File: src/rtl/fp_instr_encoder_pkg.sv
// Shared F-extension encoding definitions: op codes, func7/rm constants and the
// combinational word packer used by this encoder and the matching decoder.
package fp_instr_encoder_pkg;

  typedef enum logic [3:0] {
    OP_ADD  = 4'd0,
    OP_SUB  = 4'd1,
    OP_MUL  = 4'd2,
    OP_DIV  = 4'd3,
    OP_SQRT = 4'd4,
    OP_MAX  = 4'd5,
    OP_MIN  = 4'd6,
    OP_EQ   = 4'd7,
    OP_LT   = 4'd8,
    OP_LE   = 4'd9
  } op_sel_e;

  localparam logic [6:0] OPCODE_FP = 7'b1010011;

  localparam logic [6:0] F7_ADD    = 7'b0000000;
  localparam logic [6:0] F7_SUB    = 7'b0000100;
  localparam logic [6:0] F7_MUL    = 7'b0001000;
  localparam logic [6:0] F7_DIV    = 7'b0001100;
  localparam logic [6:0] F7_SQRT   = 7'b0101100;
  localparam logic [6:0] F7_MINMAX = 7'b0010100;
  localparam logic [6:0] F7_CMP    = 7'b1010000;

  localparam logic [2:0] RM_SQRT = 3'b000;
  localparam logic [2:0] RM_MAX  = 3'b001;
  localparam logic [2:0] RM_MIN  = 3'b000;
  localparam logic [2:0] RM_EQ   = 3'b010;
  localparam logic [2:0] RM_LT   = 3'b001;
  localparam logic [2:0] RM_LE   = 3'b000;

  function automatic logic op_is_legal(input logic [3:0] op);
    return op <= OP_LE;
  endfunction

  // Only the arithmetic ops carry the caller's rounding mode; the rest use the
  // rm slot as a sub-function selector.
  function automatic logic [31:0] fp_instr_pack(
    input logic [3:0] op,
    input logic [4:0] rs1,
    input logic [4:0] rs2,
    input logic [4:0] rd,
    input logic [2:0] rm
  );
    logic [6:0] f7;
    logic [2:0] rm_f;
    logic [4:0] rs2_f;
    f7    = F7_ADD;
    rm_f  = rm;
    rs2_f = rs2;
    case (op)
      OP_ADD:  f7 = F7_ADD;
      OP_SUB:  f7 = F7_SUB;
      OP_MUL:  f7 = F7_MUL;
      OP_DIV:  f7 = F7_DIV;
      OP_SQRT: begin f7 = F7_SQRT;   rm_f = RM_SQRT; rs2_f = 5'd0; end
      OP_MAX:  begin f7 = F7_MINMAX; rm_f = RM_MAX; end
      OP_MIN:  begin f7 = F7_MINMAX; rm_f = RM_MIN; end
      OP_EQ:   begin f7 = F7_CMP;    rm_f = RM_EQ;  end
      OP_LT:   begin f7 = F7_CMP;    rm_f = RM_LT;  end
      OP_LE:   begin f7 = F7_CMP;    rm_f = RM_LE;  end
      default: begin f7 = F7_ADD;    rm_f = 3'b000; rs2_f = 5'd0; end
    endcase
    return {f7, rs2_f, rs1, rm_f, rd, OPCODE_FP};
  endfunction

endpackage

File: src/rtl/fp_sync_fifo.sv
// Single-clock FIFO whose head entry is presented straight from the storage
// registers; occupancy counter doubles as full/empty source.
module fp_sync_fifo #(
  parameter int DEPTH = 4,
  parameter int WIDTH = 32
) (
  input  logic                     clk,
  input  logic                     rst,
  input  logic                     i_push,
  input  logic [WIDTH-1:0]         i_data,
  input  logic                     i_pop,
  output logic [WIDTH-1:0]         o_data,
  output logic [$clog2(DEPTH):0]   o_level,
  output logic                     o_full,
  output logic                     o_empty
);

  localparam int AW = $clog2(DEPTH);

  logic [WIDTH-1:0] r_mem [DEPTH];
  logic [AW-1:0]    r_wptr;
  logic [AW-1:0]    r_rptr;
  logic [AW:0]      r_level;
  logic             w_push;
  logic             w_pop;

  assign o_full  = (r_level == (AW+1)'(DEPTH));
  assign o_empty = (r_level == '0);
  assign o_level = r_level;
  assign o_data  = o_empty ? '0 : r_mem[r_rptr];
  assign w_push  = i_push && !o_full;
  assign w_pop   = i_pop && !o_empty;

  // Pointers are exactly AW bits wide, so wrapping modulo DEPTH is free.
  always_ff @(posedge clk or negedge rst) begin
    if (!rst) begin
      for (int i = 0; i < DEPTH; i++) r_mem[i] <= '0;
      r_wptr  <= '0;
      r_rptr  <= '0;
      r_level <= '0;
    end else begin
      if (w_push) begin
        r_mem[r_wptr] <= i_data;
        r_wptr        <= r_wptr + 1'b1;
      end
      if (w_pop) r_rptr <= r_rptr + 1'b1;
      case ({w_push, w_pop})
        2'b10:   r_level <= r_level + 1'b1;
        2'b01:   r_level <= r_level - 1'b1;
        default: r_level <= r_level;
      endcase
    end
  end

endmodule

File: src/rtl/fp_instr_encoder.sv
// Accepts FP operation requests, packs them into RISC-V F-extension words and
// queues them for a downstream consumer with valid/ready handshaking.
module fp_instr_encoder
  import fp_instr_encoder_pkg::*;
#(
  parameter int DEPTH = 4
) (
  input  logic                   clk,
  input  logic                   rst,
  input  logic                   op_valid,
  output logic                   op_ready,
  input  logic [3:0]             op_sel,
  input  logic [4:0]             rs1,
  input  logic [4:0]             rs2,
  input  logic [4:0]             rd,
  input  logic [2:0]             rm,
  output logic                   instr_valid,
  input  logic                   instr_ready,
  output logic [31:0]            instr,
  output logic                   illegal,
  output logic [$clog2(DEPTH):0] level,
  output logic [15:0]            issue_cnt
);

  logic        r_started;
  logic        r_illegal;
  logic [15:0] r_issue_cnt;
  logic        w_full;
  logic        w_empty;
  logic        w_accept;
  logic        w_legal;
  logic        w_push;
  logic        w_pop;
  logic [31:0] w_word;

  // Ready depends only on registered state, so a same-cycle pop never frees a slot.
  assign op_ready    = r_started && !w_full;
  assign w_accept    = op_valid && op_ready;
  assign w_legal     = op_is_legal(op_sel);
  assign w_push      = w_accept && w_legal;
  assign instr_valid = !w_empty;
  assign w_pop       = instr_valid && instr_ready;
  assign w_word      = fp_instr_pack(op_sel, rs1, rs2, rd, rm);
  assign illegal     = r_illegal;
  assign issue_cnt   = r_issue_cnt;

  fp_sync_fifo #(
    .DEPTH (DEPTH),
    .WIDTH (32)
  ) u_fifo (
    .clk     (clk),
    .rst     (rst),
    .i_push  (w_push),
    .i_data  (w_word),
    .i_pop   (w_pop),
    .o_data  (instr),
    .o_level (level),
    .o_full  (w_full),
    .o_empty (w_empty)
  );

  always_ff @(posedge clk or negedge rst) begin
    if (!rst) begin
      r_started   <= 1'b0;
      r_illegal   <= 1'b0;
      r_issue_cnt <= '0;
    end else begin
      r_started <= 1'b1;
      r_illegal <= w_accept && !w_legal;
      if (w_pop) r_issue_cnt <= r_issue_cnt + 16'd1;
    end
  end

endmodule

File: config.mk
export PLATFORM = sky130hd
export DESIGN_NAME = fp_instr_encoder
export DESIGN_NICKNAME = d
export VERILOG_FILES = /design/src/rtl/fp_instr_encoder_pkg.sv /design/src/rtl/fp_sync_fifo.sv /design/src/rtl/fp_instr_encoder.sv
export SDC_FILE = /design/constraint.sdc
export NUM_CORES = 1
export LEC_CHECK = 0
export ABC_AREA = 1
export CORE_ASPECT_RATIO = 1.1
export CORE_UTILIZATION = 52
export CTS_BUF_LIST = sky130_fd_sc_hd__clkbuf_2
export CTS_CLUSTER_DIAMETER = 100
export CTS_CLUSTER_SIZE = 16
export DETAILED_ROUTE_END_ITERATION = 6
export HOLD_SLACK_MARGIN = 0.02
export PLACE_DENSITY = 0.86
export SLEW_MARGIN = 20
export SYNTH_ARGS = -nofsm -noshare
export SYNTH_HDL_FRONTEND = slang
export SYNTH_SLANG_ARGS = --single-unit
export TNS_END_PERCENT = 10
File: constraint.sdc
create_clock -name clk -period 5.67 [get_ports clk]
set_input_delay 1.134 -clock clk [delete_from_list [all_inputs] [get_ports clk]]
set_output_delay 1.134 -clock clk [all_outputs]
set_load 0.01 [all_outputs]
; ---- Word-level counts from Yosys, hierarchy flattened
; Cells that the tools add are included.
[word_totals]
register_bits = 153
word_cells = 63
out_inout_bits = 54
input_bits = 26
[classes]
n_eq_ne = 12
n_reduce_logical = 19
n_bitwise = 2
n_lt_le_gt_ge = 4
add_sub_neg = 5
mux = 11
[op_table]
columns = op, count
row1 = $bwmux W128, 1
row2 = $mux W32, 4
row3 = $bmux W32 S2, 1
row4 = $demux W32 S2, 1
row5 = $pmux W7 S6, 1
row6 = $add A16 B1 Y16 const B, 1
row7 = $eq A4 B3 Y1 const B, 4
row8 = $pmux W3 S3, 1
row9 = $reduce_or A9 Y1, 1
row10 = $eq A4 B2 Y1 const B, 2
row11 = $eq A4 B4 Y1 const B, 2
row12 = $logic_and A1 B1 Y1, 8
row13 = $ge A3 B3 Y1 const B, 2
row14 = $not A2 Y3, 2
row15 = $pmux W3 S2, 1
row16 = $mux W5, 1
row17 = $add A2 B1 Y2 const B, 2
row18 = $eq A4 B1 Y1 const B, 1
row19 = $le A4 B4 Y1 const B, 1
row20 = $logic_not A4 Y1, 1
row21 = $reduce_or A2 Y1, 2
row22 = $reduce_or A4 Y1, 1
row23 = $add A3 B1 Y3 const B, 1
row24 = $eq A3 B3 Y1 const B, 1
row25 = 8 further kinds, 10

; ---- Depth between registers and ports, before layout
[depth]
word_depth = 8
ltp_mapped = 11
depth_no_buf = 11

; ---- By module
; Synthesis repeated with hierarchy kept, for this count alone.
[unflattened]
cells_unflattened = 1146
area_unflattened_um2 = 8301.7
[by_module_without_submodules]
columns = module, n_inst, area_each_um2, cells_per_inst, seq_area_each_um2
row1 = fp_sync_fifo, 1, 7233.2, 1000, 3378.2
row2 = fp_instr_encoder, 1, 1068.5, 146, 450.4

; ---- Least setup slack after synthesis
; Ideal clock, no wire load.
[synth_path]
path_type = reg-to-output
from = reg u_fifo.r_rptr[0]
to = out instr[1]
t_arrival_ns = 1.561
slack_ns = 2.975
required_ns = 4.536
n_path_buf = 4
path_stages_with_launch = 8
path_cell_list = dfrtp_1 -> clkbuf_1 -> inv_1 -> buf_2 -> clkbuf_1 -> o21ai_0 -> a21oi_1 -> buf_4
[synth_via]
elab_chain_len = 5
[synth_rtl]
columns = item, line_no
row1 = "start, declared", fp_sync_fifo.sv:22  ; logic [AW-1:0] r_rptr;
row2 = "start signal, assigned", fp_sync_fifo.sv:46  ; if (w_pop) r_rptr <= r_rptr + 1'b1;
row3 = $not A2 Y3 (implied by the code), fp_sync_fifo.sv:30  ; assign o_data = o_empty ? '0 : r_mem[r_rptr];
row4 = $bmux W32 S2, fp_sync_fifo.sv:30
row5 = $mux W32 (implied by the code) (2 in a row), fp_sync_fifo.sv:30
row6 = $mux W32, fp_sync_fifo.sv:30
row7 = "end, declared", fp_instr_encoder.sv:19  ; output logic [31:0] instr,
; Every way passes these cells. The select of a mux whose other input is x is not followed.

; ---- Worst setup path after layout
[layout_path]
from = reg u_fifo.r_level[0] (netlist: u_fifo.o_level[0])
to = out instr[0]
[layout_via]
elab_chain_len = 2
[layout_rtl]
columns = item, line_no
row1 = "start, declared", fp_sync_fifo.sv:23  ; logic [AW:0] r_level;
row2 = "start signal, assigned", fp_sync_fifo.sv:48  ; 2'b10: r_level <= r_level + 1'b1;
row3 = "start signal, assigned", fp_sync_fifo.sv:49  ; 2'b01: r_level <= r_level - 1'b1;
row4 = "start signal, assigned", fp_sync_fifo.sv:50  ; default: r_level <= r_level;
row5 = $logic_not A3 Y1, fp_sync_fifo.sv:28  ; assign o_empty = (r_level == '0);
row6 = $mux W32, fp_sync_fifo.sv:30
; Every way passes these cells.

==> load_flow_metrics.sql <==
INSERT INTO impl_metrics (metric_group, metric, value, unit) VALUES
('run_status', 'run_status', 'finished, final reports clean', ''),
('worst_hold_path', 'timing.hold.worst_endpoint', 'u_fifo.r_mem[38]', ''),
('sta', 'finalSetupTns', '0', 'ps'),
('floorplanning', 'floorplan.io_pins', '80', ''),
('final_layout', 'num-nets-final', '809', ''),
('final_layout', 'utilization', '0.6170', ''),
('worst_hold_path', 'worst_hold_path_type', 'reg2reg', ''),
('critical_path', 'worstReg2RegEnd', 'u_fifo.o_level[2]', ''),
('yosys', 'synthesis.area', '5938', 'µm²'),
('place', 'final_weighted_congestion_of_routability_driven_global_placement', '0.7766', ''),
('final_layout', 'diodes', '0', ''),
('pwr', 'power_leakage', '3.090', 'nW'),
('critical_path', 'ff2ff_setup_slack', '3400', 'ps'),
('yosys', 'yosys_warnings', '0', ''),
('clock_tree', 'total_clock_buffers_created_by_cts', '17', ''),
('clock_tree', 'tritoncts', 'built', ''),
('clock_tree', 'postCtsResizedCells', '0', ''),
('global_routing', 'grt.total_usage', '0.2461', ''),
('sta', 'post-route-period-util', '0.7109', ''),
('clock_tree', 'post_cts_hold_buffer_count', '0', ''),
('sta', 'final.min_clock_period', '4031', 'ps'),
('sta', 'slew_viol_final', '0', ''),
('critical_path', 'reg2reg_depth', '10', ''),
('place', 'pre_cts_slack', '2347', 'ps'),
('detailed_routing', 'drt_iter0_markers', '392', ''),
('detailed_routing', 'drtAntennaViolNets', '0', ''),
('critical_path', 'type_of_element_launching_the_critical_path', 'register', ''),
('yosys', 'flip_flop_and_latch_count_after_synthesis', '121', ''),
('detailed_routing', 'dr_total_vias', '5005', ''),
('sta', 'setup-violations-final', '0', ''),
('floorplanning', 'dieWidth', '103.9', 'µm'),
('detailed_routing', 'routedWlPerCell', '14.49', 'µm'),
('place', 'detailedPlacementHpwl', '8.303', 'mm'),
('global_routing', 'global_route.overflow_total', '0', ''),
('final_layout', 'layout-drive-gt1-share', '0.07605', ''),
('sta', 'fin_worst_skew', '25.06', 'ps'),
('clock_tree', 'worstSkewPairLatency', '670', 'ps'),
('global_routing', 'grt_max_degree', '72', ''),
('sta', 'maximum_clock_rate', '248.1', 'MHz'),
('floorplanning', 'floorplan.core_area', '11010', 'µm²'),
('clock_tree', 'postCtsSetupRepairBufs', '0', ''),
('detailed_routing', 'drtPass1Iterations', '5', ''),
('final_layout', 'fillerInstances', '994', ''),
('critical_path', 'rr_startpoint', 'u_fifo.o_level[2]', ''),
('pwr', 'pwr_density_cell', '535.4', 'nW/µm²'),
('critical_path', 'cp_data_required_time', '4540', 'ps'),
('yosys', 'syn_inst', '722', ''),
('detailed_routing', 'drt-vias-per-instance', '5.347', ''),
('worst_hold_path', 'startpoint_of_the_most_critical_hold_path', 'u_fifo.r_mem[38]', ''),
('global_routing', 'global_route_wire_length_before_repair', '22.89', 'mm'),
('floorplanning', 'die_y', '114.1', 'µm'),
('sta', 'tightestPinTransition', '1021', 'ps'),
('place', 'buffer_ports.inserted', '74', ''),
('yosys', 'synth.avg_cell_area', '8.225', 'µm²'),
('floorplanning', 'rows', '40', ''),
('pwr', 'vdd_ir_drop_max', '0.3107', 'mV'),
('worst_hold_path', 'hold_depth', '2', ''),
('final_layout', 'area_growth_syn_to_layout', '14.41', '%'),
('clock_tree', 'path_clk_slew', '170', 'ps'),
('critical_path', 'worstSetupPathType', 'reg2out', ''),
('critical_path', 'timing.critical_path.arrival', '2900', 'ps'),
('yosys', 'seq_area_frac_synth', '0.5099', ''),
('flow_run', 'max_cap_violations', '0', ''),
('detailed_routing', 'route.final.wire_length', '13.56', 'mm'),
('final_layout', 'final_design_area_no_fill', '6794', 'µm²'),
('pwr', 'overall_power', '3.637', 'mW'),
('global_routing', 'antenna_found_initial', '0', ''),
('yosys', 'synth.distinct_cells', '31', ''),
('detailed_routing', 'detail_route.drc_violations', '0', ''),
('sta', 'postLayoutSetupSlackWorst', '1639', 'ps'),
('floorplanning', 'initial_core_util', '0.5393', ''),
('clock_tree', 'clk_path_buf_depth', '2', ''),
('place', 'dpl_cell_area', '6565', 'µm²'),
('clock_tree', 'cts_num_sinks', '121', ''),
('floorplanning', 'dieArea', '11850', 'µm²'),
('sta', 'hold_violations', '0', ''),
('clock_tree', 'clock_tree.htree_level_count', '4', ''),
('clock_tree', 'cts.root.buffer_cell', 'sky130_fd_sc_hd__clkbuf_2', ''),
('sta', 'grt_setup_unrepaired', 'false', ''),
('sta', 'worst_slew_margin_rel', '0.3186', ''),
('critical_path', 'critical_path_peak_fanout', '24', ''),
('global_routing', 'first_global_vias', '4768', ''),
('critical_path', 'cp-end-kind', 'output pin', '');
## cell usage after synthesis, drive strengths merged
| library cell | instances | area (µm²) |
|---|---|---|
| xnor2 | 4 | 35.03 |
| ha | 6 | 75.07 |
| o22ai | 1 | 6.260 |
| nand4 | 5 | 31.28 |
| nand2 | 168 | 643.1 |
| nand3 | 9 | 55.05 |
| nor3 | 2 | 10.01 |
| dfrtp | 121 | 3028 |
| o21ai | 150 | 814.5 |
| conb | 2 | 7.510 |
| a21oi | 32 | 160.2 |
| clkbuf | 13 | 50.04 |
| fa | 1 | 20.02 |
| inv | 42 | 157.6 |
| and2 | 1 | 6.260 |
| buf | 34 | 290.3 |
| nor2 | 122 | 470.5 |
| xor2 | 8 | 70.07 |
| nor3b | 1 | 7.510 |
## worst max-delay path, cell delays in order (launching register included)
cell,delay [ps]
sky130_fd_sc_hd__dfrtp_1,450
sky130_fd_sc_hd__inv_2,100
sky130_fd_sc_hd__nand3_1,130
sky130_fd_sc_hd__inv_1,770
sky130_fd_sc_hd__a21oi_1,210
sky130_fd_sc_hd__clkdlybuf4s50_1,560
## worst max-delay path by stage
stage                       from                 to  slack (ps)
5_1_grt         u_fifo.r_rptr[0]          instr[21]        1420
2_1_floorplan   u_fifo.r_rptr[0]           instr[1]        2980
3_3_place_gp           op_sel[1]  u_fifo.o_level[2]        2400
4_1_cts        u_fifo.o_level[0]           instr[0]        1590
3_5_place_dp           op_sel[1]  u_fifo.o_level[2]        2350
6_report       u_fifo.o_level[0]           instr[0]        1640
## logic make-up after synthesis
group / synth area share
xor+xnor: 0.01770
buf+inv: 0.08386
other cells: 0.001265
fa+ha+maj: 0.01601
flops: 0.5099
compound gates: 0.1652
simple gates: 0.2061
## per-layer routing
metal,part of all wire,GRT usage,vias up
li1,-,-,2420
met1,0.43,0.3182,2390
met2,0.48,0.3991,176
met3,0.075,0.07057,19
met4,0.013,0.08667,0
met5,0,0,-
## cell usage in the layout (no fill, tap or decap), types with 8 or more instances in the layout
| master | n |
|---|---|
| sky130_fd_sc_hd__nor2_1 | 119 |
| sky130_fd_sc_hd__o21ai_2 | 17 |
| sky130_fd_sc_hd__clkbuf_2 | 19 |
| sky130_fd_sc_hd__xor2_1 | 8 |
| sky130_fd_sc_hd__clkdlybuf4s50_1 | 73 |
| sky130_fd_sc_hd__o21ai_1 | 52 |
| sky130_fd_sc_hd__nand2_1 | 163 |
| sky130_fd_sc_hd__o21ai_0 | 81 |
| sky130_fd_sc_hd__dfrtp_1 | 121 |
| sky130_fd_sc_hd__a21oi_1 | 32 |
| sky130_fd_sc_hd__inv_1 | 39 |
## final cells by class
type	count	area, µm²	share of cell area
inverters	42	157.7	0.02320
well taps	147	183.9	0.02707
repair buffers	78	768.2	0.1131
multi-input cells	516	2427	0.3573
clock inverters	13	133.9	0.01971
clock buffers	19	95.09	0.01400
flip-flops and latches	121	3028	0.4457
## flip-flops by register name, summed over array words and instances (netlist names)
name and flops:
r_started 1, illegal 1, u_fifo.r_mem 96, u_fifo.o_level 3, issue_cnt 16, u_fifo.r_wptr 2, u_fifo.r_rptr 2
## power by group
group	switching [mW]	internal, mW
logic	0.920	0.770
clock network	0.308	0.238
registers	0.212	1.19
total	1.44	2.20
## metrics by stage
step | hold WS [ps] | instances
floorplan | 422.6 | 726
global route | 510.3 | 936
CTS | 481.2 | 936
global placement | 433.5 | 904
detailed placement | 442.8 | 904
finish | 478.1 | 936
Power figures use the tool's default switching activity.
